$ cat config.mk
export PLATFORM = sky130hd
export DESIGN_NAME = elevator_car_controller
export DESIGN_NICKNAME = d
export VERILOG_FILES = /design/src/rtl/elevator_car_controller.sv
export SDC_FILE = /design/constraint.sdc
export NUM_CORES = 1
export LEC_CHECK = 0
export ABC_AREA = 1
export CAP_MARGIN = 30
export CORE_MARGIN = 2
export CORE_UTILIZATION = 68
export CTS_BUF_LIST = sky130_fd_sc_hd__clkbuf_2
export DETAILED_ROUTE_END_ITERATION = 10
export DONT_BUFFER_PORTS = 1
export PLACE_DENSITY_LB_ADDON = 0.3
export SLEW_MARGIN = 20
export SYNTH_ARGS = -nofsm -noshare
export SYNTH_HDL_FRONTEND = slang
export SYNTH_SLANG_ARGS = --single-unit
$ cat constraint.sdc
create_clock -name clk -period 8.1 [get_ports clk]
set_input_delay 2.43 -clock clk [delete_from_list [all_inputs] [get_ports clk]]
set_output_delay 2.43 -clock clk [all_outputs]
set_load 0.02 [all_outputs]
$ cat src/rtl/elevator_car_controller.sv
// Two independent elevator cars, each with a LOOK scheduler and an IDLE/MOVE/DOOR FSM.
// Positions advance in half-floor steps; a shared prescaler paces motion while the simulation runs.
module elevator_car_controller #(
   parameter int unsigned TICK_DIV    = 1048576,
   parameter int unsigned STEP_THRESH = 32,
   parameter int unsigned DOOR_TICKS  = 4
) (
   input  logic        clk,
   input  logic        rst,
   input  logic [1:0]  simState,
   input  logic [2:0]  simSpeed,
   input  logic [11:0] floorsRequested,
   input  logic [11:0] floorDestinations,
   output logic [7:0]  elevatorStates,
   output logic [1:0]  doorOpen,
   output logic [1:0]  carDir,
   output logic [11:0] pendingFloors
);

   typedef enum logic [1:0] {SIM_START = 2'd0, SIM_RUN = 2'd1, SIM_PAUSE = 2'd2, SIM_ENDING = 2'd3} sim_state_e;
   typedef enum logic [1:0] {IDLE, MOVE, DOOR} car_state_e;

   localparam logic [6:0] THRESH    = 7'(STEP_THRESH);
   localparam logic [3:0] DOOR_LAST = 4'(DOOR_TICKS - 1);

   sim_state_e  sim_mode;
   logic        running;
   logic        latching;
   logic        tick;
   logic [19:0] presc_q;

   assign sim_mode = sim_state_e'(simState);
   assign running  = (sim_mode == SIM_RUN);
   assign latching = running || (sim_mode == SIM_PAUSE);
   assign tick     = running && (presc_q == 20'(TICK_DIV - 1));

   always_ff @(posedge clk or posedge rst) begin
      if (rst)
         presc_q <= '0;
      else if (!latching)
         presc_q <= '0;
      else if (running)
         presc_q <= tick ? '0 : presc_q + 20'd1;
   end

   // Equal distance resolves downward, so up is chosen only when strictly closer.
   function automatic logic nearest_is_up(input logic [5:0] p, input logic [2:0] f);
      int unsigned fi;
      int unsigned dn;
      int unsigned up;
      fi = {29'd0, f};
      dn = 8;
      up = 8;
      for (int unsigned i = 0; i < 6; i++) begin
         if (p[i[2:0]]) begin
            if (i < fi && fi - i < dn) dn = fi - i;
            if (i > fi && i - fi < up) up = i - fi;
         end
      end
      return up < dn;
   endfunction

   function automatic logic any_ahead(input logic [5:0] p, input logic [2:0] f, input logic up);
      int unsigned fi;
      logic        found;
      fi    = {29'd0, f};
      found = 1'b0;
      for (int unsigned i = 0; i < 6; i++) begin
         if (p[i[2:0]] && (up ? (i > fi) : (i < fi))) found = 1'b1;
      end
      return found;
   endfunction

   for (genvar c = 0; c < 2; c++) begin : g_car
      car_state_e state_q, state_d;
      logic [3:0] pos_q, pos_d, next_pos;
      logic [3:0] timer_q, timer_d;
      logic [5:0] prog_q, prog_d;
      logic [5:0] pend_q, pend_d;
      logic [5:0] req, clr;
      logic       dir_q, dir_d;
      logic [6:0] sum;
      logic [2:0] floor, next_floor;

      assign req = floorsRequested[6*c +: 6] | floorDestinations[6*c +: 6];

      always_ff @(posedge clk or posedge rst) begin
         if (rst) begin
            state_q <= IDLE;
            pos_q   <= '0;
            dir_q   <= 1'b1;
            prog_q  <= '0;
            timer_q <= '0;
            pend_q  <= '0;
         end else begin
            state_q <= state_d;
            pos_q   <= pos_d;
            dir_q   <= dir_d;
            prog_q  <= prog_d;
            timer_q <= timer_d;
            pend_q  <= pend_d;
         end
      end

      always_comb begin
         state_d    = state_q;
         pos_d      = pos_q;
         dir_d      = dir_q;
         prog_d     = prog_q;
         timer_d    = timer_q;
         pend_d     = pend_q;
         clr        = '0;
         sum        = {1'b0, prog_q} + {4'd0, simSpeed};
         floor      = pos_q[3:1];
         next_pos   = dir_q ? pos_q + 4'd1 : pos_q - 4'd1;
         next_floor = next_pos[3:1];
         if (!latching) begin
            state_d = IDLE;
            pos_d   = '0;
            dir_d   = 1'b1;
            prog_d  = '0;
            timer_d = '0;
            pend_d  = '0;
         end else begin
            if (tick) begin
               case (state_q)
                  IDLE: begin
                     if (pend_q[floor]) begin
                        state_d = DOOR;
                        timer_d = '0;
                        clr     = 6'b1 << floor;
                     end else if (|pend_q) begin
                        state_d = MOVE;
                        dir_d   = nearest_is_up(pend_q, floor);
                     end
                  end
                  MOVE: begin
                     if (dir_q && pos_q == 4'd10) begin
                        dir_d = 1'b0;
                     end else if (!dir_q && pos_q == 4'd0) begin
                        dir_d = 1'b1;
                     end else if (sum >= THRESH) begin
                        pos_d  = next_pos;
                        prog_d = 6'(sum - THRESH);
                        // Stop/reverse decisions only at whole floors; pend is the pre-latch value.
                        if (!next_pos[0]) begin
                           if (pend_q[next_floor]) begin
                              state_d = DOOR;
                              prog_d  = '0;
                              timer_d = '0;
                              clr     = 6'b1 << next_floor;
                           end else if (!any_ahead(pend_q, next_floor, dir_q)) begin
                              if (|pend_q) begin
                                 dir_d = !dir_q;
                              end else begin
                                 state_d = IDLE;
                                 prog_d  = '0;
                              end
                           end
                        end
                     end else begin
                        prog_d = sum[5:0];
                     end
                  end
                  DOOR: begin
                     if (timer_q == DOOR_LAST) begin
                        state_d = IDLE;
                        timer_d = '0;
                     end else begin
                        timer_d = timer_q + 4'd1;
                     end
                  end
                  default: state_d = IDLE;
               endcase
            end
            pend_d = (pend_q | req) & ~clr;
         end
      end

      assign elevatorStates[4*c +: 4] = pos_q;
      assign doorOpen[c]              = (state_q == DOOR);
      assign carDir[c]                = dir_q;
      assign pendingFloors[6*c +: 6]  = pend_q;
   end

endmodule

==> results of run 1 <==
cell families (layout without fill, tap and decap cells):
group / Yosys count / in the layout / share of synthesized area, %
buffers and inverters: 228 / 237 / 11.20
AO/OA/AOI/OAI: 234 / 234 / 17.63
other: 1 / 6 / 0.04712
adder cells (fa/ha/maj): 133 / 133 / 21.29
flip-flops: 66 / 66 / 20.79
XOR/XNOR: 12 / 12 / 1.321
AND/OR/NAND/NOR: 511 / 511 / 27.74
metrics by stage:
step / power (W) / std cells / setup WS [ns] / utilization, % / hold slack (ns)
final: 0.002551 / 1342 / 0.9574 / 72.67 / 0.5223
after global routing: 0.002871 / 1342 / 0.1339 / 72.67 / 0.5417
after CTS: 0.002525 / 1341 / 1.021 / 72.61 / 0.5154
after detailed placement: 0.002273 / 1325 / 1.083 / 71.33 / 0.4860
after global placement: 0.002231 / 1325 / 1.293 / 71.33 / 0.4641
after floorplan: 0.001870 / 1190 / 1.075 / - / 0.4456
cell usage after synthesis (all sizes together), types with 2 or more instances:
cell     instances  area share [%]
nand2          285              14
inv            206             9.8
ha             129              20
nor2           106             5.3
o21ai          102             6.5
dfrtp           64              20
a21oi           51             3.3
nand3           44             2.9
nor3            40             2.5
a211oi          15             1.4
clkbuf          13            0.61
o22ai           11            0.86
a211o           10             1.1
a31oi            9            0.71
nor4             9            0.71
nor3b            8            0.75
xor2             8            0.88
nand4            7            0.55
buf              6            0.63
or2              6            0.47
a22oi            4            0.38
fa               4             1.0
o221ai           4            0.44
o31ai            4            0.38
xnor2            4            0.44
and3             3            0.24
clkinv           3            0.14
o211ai           3            0.28
o21a             3            0.28
o21bai           3            0.28
a2111oi          2            0.22
a32o             2            0.25
dfstp            2            0.66
o32ai            2            0.22
o41ai            2            0.22
how the worst max path moves through the flow:
| stage | startpoint | to | slack (ns) | depth (start not counted) |
|---|---|---|---|---|
| floorplan | g_car[1].pos_q[3] | g_car[1].dir_q | 1.08 | 57 |
| global placement | g_car[1].pos_q[1] | g_car[1].dir_q | 1.29 | 53 |
| detailed placement | g_car[1].pos_q[1] | g_car[1].dir_q | 1.08 | 53 |
| CTS | g_car[1].pos_q[2] | g_car[1].dir_q | 1.02 | 57 |
| global route | g_car[1].pos_q[2] | g_car[1].dir_q | 0.13 | 54 |
| finish | g_car[1].pos_q[2] | g_car[1].dir_q | 0.96 | 57 |
cell type report:
cell class	instances	area, um2	area share, %
inverters	209	792.0	9.545
clock buffers	9	45.04	0.5428
well taps	143	178.9	2.156
repair buffers	12	90.09	1.086
multi-input cells	896	5438	65.53
flip-flops and latches	66	1654	19.93
clock inverters	7	100.1	1.206
worst register-to-register path: cells and delay by family (launching register included):
family	cells	cell delay [ns]
compound gates	8	1.44
fa+ha+maj	7	1.98
buf+inv	9	0.83
flops	1	0.38
simple gates	33	2.48
layer usage:
layer  up-vias  routed length, um  track usage, %
li1       3945                  -               -
met1      3587               8689           43.44
met2       266               9178           54.34
met3        63               1470           6.587
met4         0                668           11.71
met5         -                  0               0
state kept, by name (all words and copies together), names as in the netlist:
signal and flops:
g_car.timer_q 8, g_car.dir_q 2, g_car.prog_q 12, g_car.pos_q 8, g_car.state_q 4, presc_q 20, g_car.pend_q 12
power breakdown:
part,leakage (nW),internal (W),switching (W),total (W)
Combinational,3.38,0.000655,0.00120,0.00185
Clock,0.0869,0.000105,0.000134,0.000239
Sequential,0.876,0.000373,0.0000841,0.000458
Total,4.35,0.00113,0.00142,0.00255
==> impl_metrics.env, run 1 <==
export IMPL_period_minus_slack_ns=7.143
export IMPL_grt_pass1_wl_um=34600
export IMPL_place_congestion=0.9445
export IMPL_diodes=0
export IMPL_relSlewSlack_pct=33.92
export IMPL_die_w_um=112.2
export IMPL_dpl_hpwl_um=15710
export IMPL_setup_tns_ns=0
export IMPL_wl_um=20010
export IMPL_critPathMaxStageDelay_ns=0.38
export IMPL_final_common_cell="nand2_1"
export IMPL_status="complete, no violations"
export IMPL_drtIter0Drc=601
export IMPL_io_buffers=0
export IMPL_post_route_period_util_pct=88.18
export IMPL_grt_pass1_vias=7525
export IMPL_dieArea_um2=12580
export IMPL_synthToLayoutAreaGrowth_pct=4.277
export IMPL_path_delay_family="simple AND/OR/NAND/NOR gates"
export IMPL_cp_max_fo=8
export IMPL_hp_class="reg2reg"
export IMPL_crit_top_cell="nand2_1"
export IMPL_cp_num_buf_inv=9
export IMPL_rr_endpoint="g_car[1].dir_q"
export IMPL_vias=7861
export IMPL_synthCells=1185
export IMPL_slowest_stage="dfrtp_1"
export IMPL_finalClockSkew_ns=0.02698
export IMPL_setup_violations=0
export IMPL_grt_usage_pct=32.99
export IMPL_maxSlewViolCount=0
export IMPL_viasPerCell=5.858
export IMPL_grt_max_degree=67
export IMPL_antenna_found_initial=0
export IMPL_reg2reg_setup_slack_ns=0.96
export IMPL_endpoint_kind="flop"
export IMPL_place_area_um2=8145
export IMPL_ctsRootBufferMaster="clkbuf_2"
export IMPL_cts_made_buffers=9
export IMPL_core_area_um2=11420
export IMPL_rows=39
export IMPL_drive_above_1_share_pct=5.671
export IMPL_cp_start_kind="flop"
export IMPL_clk_insertion_delay_late_ns=0.54
export IMPL_rr_startpoint="g_car[1].pos_q[2]"
export IMPL_worst_pin_slew_ns=0.9821
export IMPL_yosysWarningCount=0
export IMPL_arrival_ns=7.61
export IMPL_ctsResizeCount=0
export IMPL_postRouteAntennaNets=0
export IMPL_synthArstFlopShare_pct=100.0
export IMPL_tritoncts="yes"
export IMPL_p_leak_nw=4.348
export IMPL_fin_nets=1358
export IMPL_maxCapViolations=0
export IMPL_r2r_cells=57
export IMPL_htree_levels=3
export IMPL_min_path_cells=2
export IMPL_min_to="g_car[0].prog_q[2]"
export IMPL_synth_area_um2=7958
export IMPL_die_h_um=112.2
export IMPL_rsz0062_at_grt="no"
export IMPL_drc_errors=0
export IMPL_vdd_drop_max_uv=312.6
export IMPL_synthFlopType="dfrtp_1"
export IMPL_min_from="g_car[0].prog_q[2]"
export IMPL_timing_final_hold_violations=0
export IMPL_cts_sinks=66
export IMPL_synth_edf_count=0
export IMPL_p_per_area_nw_per_um2=307.5
export IMPL_fmax_mhz=140.0
export IMPL_grt_ovfl_total=0
export IMPL_synth_seq_cells=66
export IMPL_wl_per_cell_um=14.91
export IMPL_cts_buffer_depth=2
export IMPL_synth_area_per_cell_um2=6.715
export IMPL_cts_clk_slew_worst_paths_ns=0.21
export IMPL_cts_setup_buffers=0
export IMPL_final_cell_mix="nand2_1, inv_1, ha_1, nor2_1, o21ai_0"
export IMPL_yosysSeqAreaShare_pct=20.79
export IMPL_first_pass_iters=7
export IMPL_path_class="reg2reg"
export IMPL_synth_cell_types=60
export IMPL_required_ns=8.57
export IMPL_io_pins=55
export IMPL_hold_buffers=0
export IMPL_fillers=994
export IMPL_finalInstanceArea_um2=8298
export IMPL_start_util_pct=69.69
(Power assumes the default switching activity.)
==> run 2: changes to the inputs <==
--- a/config.mk
+++ b/config.mk
@@ -8,7 +8,7 @@
 export ABC_AREA = 1
 export CAP_MARGIN = 30
 export CORE_MARGIN = 2
-export CORE_UTILIZATION = 68
+export CORE_UTILIZATION = 70
 export CTS_BUF_LIST = sky130_fd_sc_hd__clkbuf_2
 export DETAILED_ROUTE_END_ITERATION = 10
 export DONT_BUFFER_PORTS = 1
==> constraint.sdc (replaced) <==
create_clock -name clk -period 9.2 [get_ports clk]
set_input_delay 2.76 -clock clk [delete_from_list [all_inputs] [get_ports clk]]
set_output_delay 2.76 -clock clk [all_outputs]
set_load 0.02 [all_outputs]
==> impl_metrics.env, run 2 (same netlist as run 1, synthesis figures left out) <==
export IMPL_status="complete, no violations"
export IMPL_p_leak_nw=4.327
export IMPL_place_congestion=0.9761
export IMPL_critPathLaunch="g_car[1].pos_q[2]"
export IMPL_grt_pass1_vias=7446
export IMPL_synthToLayoutAreaGrowth_pct=3.821
export IMPL_drc_errors=0
export IMPL_regMostFlops="presc_q"
export IMPL_setup_tns_ns=0
export IMPL_cts_clk_slew_worst_paths_ns=0.24
export IMPL_rsz0062_at_grt="no"
export IMPL_io_pins=55
export IMPL_cp_start_kind="flop"
export IMPL_min_path_cells=1
export IMPL_final_common_cell="nand2_1"
export IMPL_antenna_found_initial=0
export IMPL_reg_top3="presc_q: 20 flops, g_car.pend_q: 12 flops, g_car.prog_q: 12 flops"
export IMPL_start_util_pct=72.45
export IMPL_min_from="g_car[1].timer_q[3]"
export IMPL_timing_final_hold_violations=0
export IMPL_clk_insertion_delay_late_ns=0.53
export IMPL_grt_pass1_wl_um=34180
export IMPL_required_ns=9.69
export IMPL_drive_above_1_share_pct=5.514
export IMPL_arrival_ns=8.66
export IMPL_cts_sinks=66
export IMPL_hp_class="reg2reg"
export IMPL_hold_buffers=0
export IMPL_drtIter0Drc=576
export IMPL_maxCapViolations=0
export IMPL_reg2reg_setup_slack_ns=1.03
export IMPL_r2r_cells=55
export IMPL_cts_made_buffers=9
export IMPL_rr_endpoint="g_car[1].dir_q"
export IMPL_vias=7890
export IMPL_vdd_drop_max_uv=228.1
export IMPL_crit_top_cell="nand2_1"
export IMPL_first_pass_iters=7
export IMPL_setup_violations=0
export IMPL_endpoint_kind="flop"
export IMPL_htree_levels=3
export IMPL_min_to="g_car[1].timer_q[3]"
export IMPL_maxSlewViolCount=0
export IMPL_ctsRootBufferMaster="clkbuf_2"
export IMPL_diodes=0
export IMPL_fmax_mhz=122.4
export IMPL_grt_ovfl_total=0
export IMPL_rr_startpoint="g_car[1].pos_q[2]"
export IMPL_postRouteAntennaNets=0
export IMPL_grt_max_degree=67
export IMPL_ctsResizeCount=0
export IMPL_critPathMaxStageDelay_ns=0.87
export IMPL_tritoncts="yes"
export IMPL_die_w_um=110.6
export IMPL_final_cell_mix="nand2_1, inv_1, ha_1, nor2_1, o21ai_0"
export IMPL_core_area_um2=10980
export IMPL_viasPerCell=5.901
export IMPL_finalClockSkew_ns=0.04388
export IMPL_cp_max_fo=15
export IMPL_post_route_period_util_pct=88.80
export IMPL_slowest_stage="dfrtp_1"
export IMPL_largest_register_ffs=20
export IMPL_io_buffers=0
export IMPL_grt_usage_pct=33.42
export IMPL_cts_setup_buffers=0
export IMPL_p_total_w=0.002241
export IMPL_wl_per_cell_um=15.36
export IMPL_fin_util_pct=75.22
export IMPL_rows=38
export IMPL_fin_nets=1356
export IMPL_die_h_um=110.6
export IMPL_cts_buffer_depth=2
export IMPL_fillers=904
export IMPL_dieArea_um2=12240
export IMPL_multi_input_area_um2=5438
export IMPL_relSlewSlack_pct=37.02
export IMPL_wl_um=20530
export IMPL_dpl_hpwl_um=15930
export IMPL_worst_pin_slew_ns=0.9413
export IMPL_path_class="reg2reg"
export IMPL_period_minus_slack_ns=8.169
export IMPL_ff_latch_area_um2=1654
export IMPL_p_per_area_nw_per_um2=271.3
run 2: area by class of cell:
class                      count  share of cell area, %
clock buffer                   9                 0.5452
clock inverter                 7                 0.9390
inverter                     209                  9.587
multi-input combinational    896                  65.82
sequential                    66                  20.02
tap                          140                  2.120
timing repair buffer          10                 0.9693
run 2: how the worst max path moves through the flow:
stage / endpoint / slack, ns / cells after the start
3_3_place_gp: g_car[1].dir_q / 1.35 / 55
2_1_floorplan: g_car[1].dir_q / 2.18 / 57
6_report: g_car[1].dir_q / 1.03 / 55
4_1_cts: g_car[1].dir_q / 1.18 / 55
5_1_grt: g_car[1].dir_q / 0.27 / 55
3_5_place_dp: g_car[1].dir_q / 1.21 / 55
run 2: power breakdown:
| group | leakage (nW) | internal [W] | switching [W] | total, W |
|---|---|---|---|---|
| logic | 3.38 | 0.000574 | 0.00107 | 0.00164 |
| registers | 0.876 | 0.000329 | 0.0000792 | 0.000408 |
| clock network | 0.0729 | 0.0000651 | 0.000123 | 0.000188 |
| total | 4.33 | 0.000968 | 0.00127 | 0.00224 |
run 2: routing by layer:
layer	routed length (um)	GRT usage [%]	share of wire [%]	vias to the layer above
li1	-	-	-	3938
met1	8458	41.46	41	3559
met2	9715	57.59	47	317
met3	1434	4.610	7.0	76
met4	923	15.42	4.5	0
met5	0	0	0	-
run 2: critical path: cells and delay by family (launching register included):
kind                       cells  cell delay (ns)
and+or+nand+nor               31             2.41
buffers and inverters          9             1.01
DFF                            1             0.87
AOI/OAI and AO/OA              8             1.73
adders and majority gates      7             2.13
run 2: per-stage QoR:
step | setup WS (ns) | instances | hold slack [ns] | cell area [um2]
detailed placement | 1.211 | 1319 | 0.4823 | 8119
CTS | 1.178 | 1335 | 0.5053 | 8242
global placement | 1.349 | 1319 | 0.4608 | 8119
global route | 0.2704 | 1337 | 0.5214 | 8262
floorplan | 2.175 | 1190 | 0.4456 | 7976
finish | 1.031 | 1337 | 0.5039 | 8262
==> run 3: changes to the inputs <==
--- a/config.mk
+++ b/config.mk
@@ -6,14 +6,15 @@
 export NUM_CORES = 1
 export LEC_CHECK = 0
 export ABC_AREA = 1
-export CAP_MARGIN = 30
 export CORE_MARGIN = 2
 export CORE_UTILIZATION = 70
 export CTS_BUF_LIST = sky130_fd_sc_hd__clkbuf_2
 export DETAILED_ROUTE_END_ITERATION = 10
 export DONT_BUFFER_PORTS = 1
 export PLACE_DENSITY_LB_ADDON = 0.3
+export RECOVER_POWER = 25
 export SLEW_MARGIN = 20
 export SYNTH_ARGS = -nofsm -noshare
 export SYNTH_HDL_FRONTEND = slang
 export SYNTH_SLANG_ARGS = --single-unit
+export TNS_END_PERCENT = 10
==> impl_metrics.env, run 3 (same netlist as run 1, synthesis figures left out) <==
export IMPL_status="complete, but fails checks"
export IMPL_failed_checks="max-capacitance violations, max-slew violations"
export IMPL_vias=7859
export IMPL_die_h_um=110.6
export IMPL_grt_usage_pct=33.42
export IMPL_hold_buffers=0
export IMPL_rows=38
export IMPL_critPathMaxStageDelay_ns=0.87
export IMPL_die_w_um=110.6
export IMPL_dp_cells=1319
export IMPL_synthToLayoutAreaGrowth_pct=3.522
export IMPL_critPathLaunch="g_car[1].pos_q[2]"
export IMPL_p_total_w=0.002237
export IMPL_grt_max_degree=67
export IMPL_rsz0062_at_grt="no"
export IMPL_grt_pass1_wl_um=34180
export IMPL_final_cell_mix="nand2_1, inv_1, ha_1, nor2_1, o21ai_0"
export IMPL_io_pins=55
export IMPL_layoutNonFillerInstCount=1335
export IMPL_vdd_drop_max_uv=226.9
export IMPL_timing_final_hold_violations=0
export IMPL_setup_tns_ns=0
export IMPL_drc_errors=0
export IMPL_crit_top_cell="nand2_1"
export IMPL_rr_startpoint="g_car[1].pos_q[2]"
export IMPL_wl_um=20440
export IMPL_setup_violations=0
export IMPL_drive_above_1_share_pct=5.188
export IMPL_viasPerCell=5.887
export IMPL_grt_pass1_vias=7446
export IMPL_slowest_stage="dfrtp_1"
export IMPL_fin_nets=1354
export IMPL_ctsResizeCount=0
export IMPL_period_minus_slack_ns=8.196
export IMPL_htree_levels=3
export IMPL_required_ns=9.69
export IMPL_wl_per_cell_um=15.31
export IMPL_cp_max_fo=15
export IMPL_antenna_found_initial=0
export IMPL_dieArea_um2=12240
export IMPL_final_common_cell="nand2_1"
export IMPL_tritoncts="yes"
export IMPL_min_from="g_car[1].timer_q[3]"
export IMPL_cts_clk_slew_worst_paths_ns=0.24
export IMPL_fmax_mhz=122.0
export IMPL_clk_insertion_delay_late_ns=0.53
export IMPL_endpoint_kind="flop"
export IMPL_maxSlewViolCount=67
export IMPL_dpl_hpwl_um=15930
export IMPL_reg2reg_setup_slack_ns=1.00
export IMPL_place_congestion=0.9761
export IMPL_regMostFlops="presc_q"
export IMPL_grt_ovfl_total=0
export IMPL_finalClockSkew_ns=0.04413
export IMPL_p_per_area_nw_per_um2=271.5
export IMPL_relSlewSlack_pct=-135.2
export IMPL_hp_class="reg2reg"
export IMPL_p_leak_nw=4.312
export IMPL_start_util_pct=72.45
export IMPL_ctsRootBufferMaster="clkbuf_2"
export IMPL_worst_pin_slew_ns=3.529
export IMPL_post_route_period_util_pct=89.09
export IMPL_cts_sinks=66
export IMPL_diodes=0
export IMPL_cp_start_kind="flop"
export IMPL_maxCapViolations=1
export IMPL_io_buffers=0
export IMPL_cts_buffer_depth=2
export IMPL_core_area_um2=10980
export IMPL_fin_util_pct=75.01
export IMPL_cts_setup_buffers=0
export IMPL_largest_register_ffs=20
export IMPL_postRouteAntennaNets=0
export IMPL_drtIter0Drc=589
export IMPL_cts_made_buffers=9
export IMPL_first_pass_iters=5
export IMPL_path_class="reg2reg"
export IMPL_reg_top3="presc_q: 20 flops, g_car.pend_q: 12 flops, g_car.prog_q: 12 flops"
export IMPL_arrival_ns=8.69
export IMPL_fillers=906
-- run 3: cell count changes in the layout (fill, tap and decap cells not counted) --
cell	previous run	this run
inv_2	6	5
buf_8	1	0
buf_4	8	7
clkbuf_2	10	9
clkbuf_1	0	1
inv_1	198	199
-- run 3: metal layers --
layer	global-route usage (%)	share of wire [%]
met5	0	0
met2	57.59	48
met1	41.46	42
met3	4.610	6.7
met4	15.42	3.9
-- run 3: cell type report --
cell class | count | area (um2) | area share (%)
inverter | 209 | 792.0 | 9.614
clock inverter | 7 | 77.57 | 0.9417
tap | 140 | 175.2 | 2.126
sequential | 66 | 1654 | 20.08
multi-input combinational | 896 | 5438 | 66.01
timing repair buffer | 8 | 56.30 | 0.6835
clock buffer | 9 | 45.04 | 0.5468
-- run 3: critical path: cells and delay by family (launching register included) --
kind / cells / cell delay (ns)
AO/OA/AOI/OAI: 8 / 1.73
adder cells (fa/ha/maj): 7 / 2.13
buffers and inverters: 9 / 1.02
flip-flops: 1 / 0.87
AND/OR/NAND/NOR: 31 / 2.41
-- run 3: worst paths after layout --
check	end	cells after the start
setup / recovery	g_car[1].dir_q	55
hold / removal	g_car[1].timer_q[3]	1
setup reg to reg	g_car[1].dir_q	55
hold reg to reg	g_car[1].timer_q[3]	1
max in group asynchronous	g_car[1].pend_q[3]	2
min in group asynchronous	g_car[1].timer_q[0]	2
-- run 3: power breakdown --
| part | switching (W) | internal (W) | total [W] |
|---|---|---|---|
| clock network | 0.000124 | 0.0000651 | 0.000189 |
| registers | 0.0000796 | 0.000329 | 0.000408 |
| logic | 0.00107 | 0.000573 | 0.00164 |
| total | 0.00127 | 0.000966 | 0.00224 |
-- run 3: metrics by stage --
stage               setup slack [ns]  cell area, um2  hold WS [ns]
floorplan                      2.175            7976        0.4456
global placement               1.349            8119        0.4608
detailed placement             1.211            8119        0.4823
CTS                            1.178            8242        0.5053
global route                  0.2704            8238        0.5214
finish                         1.004            8238        0.5033
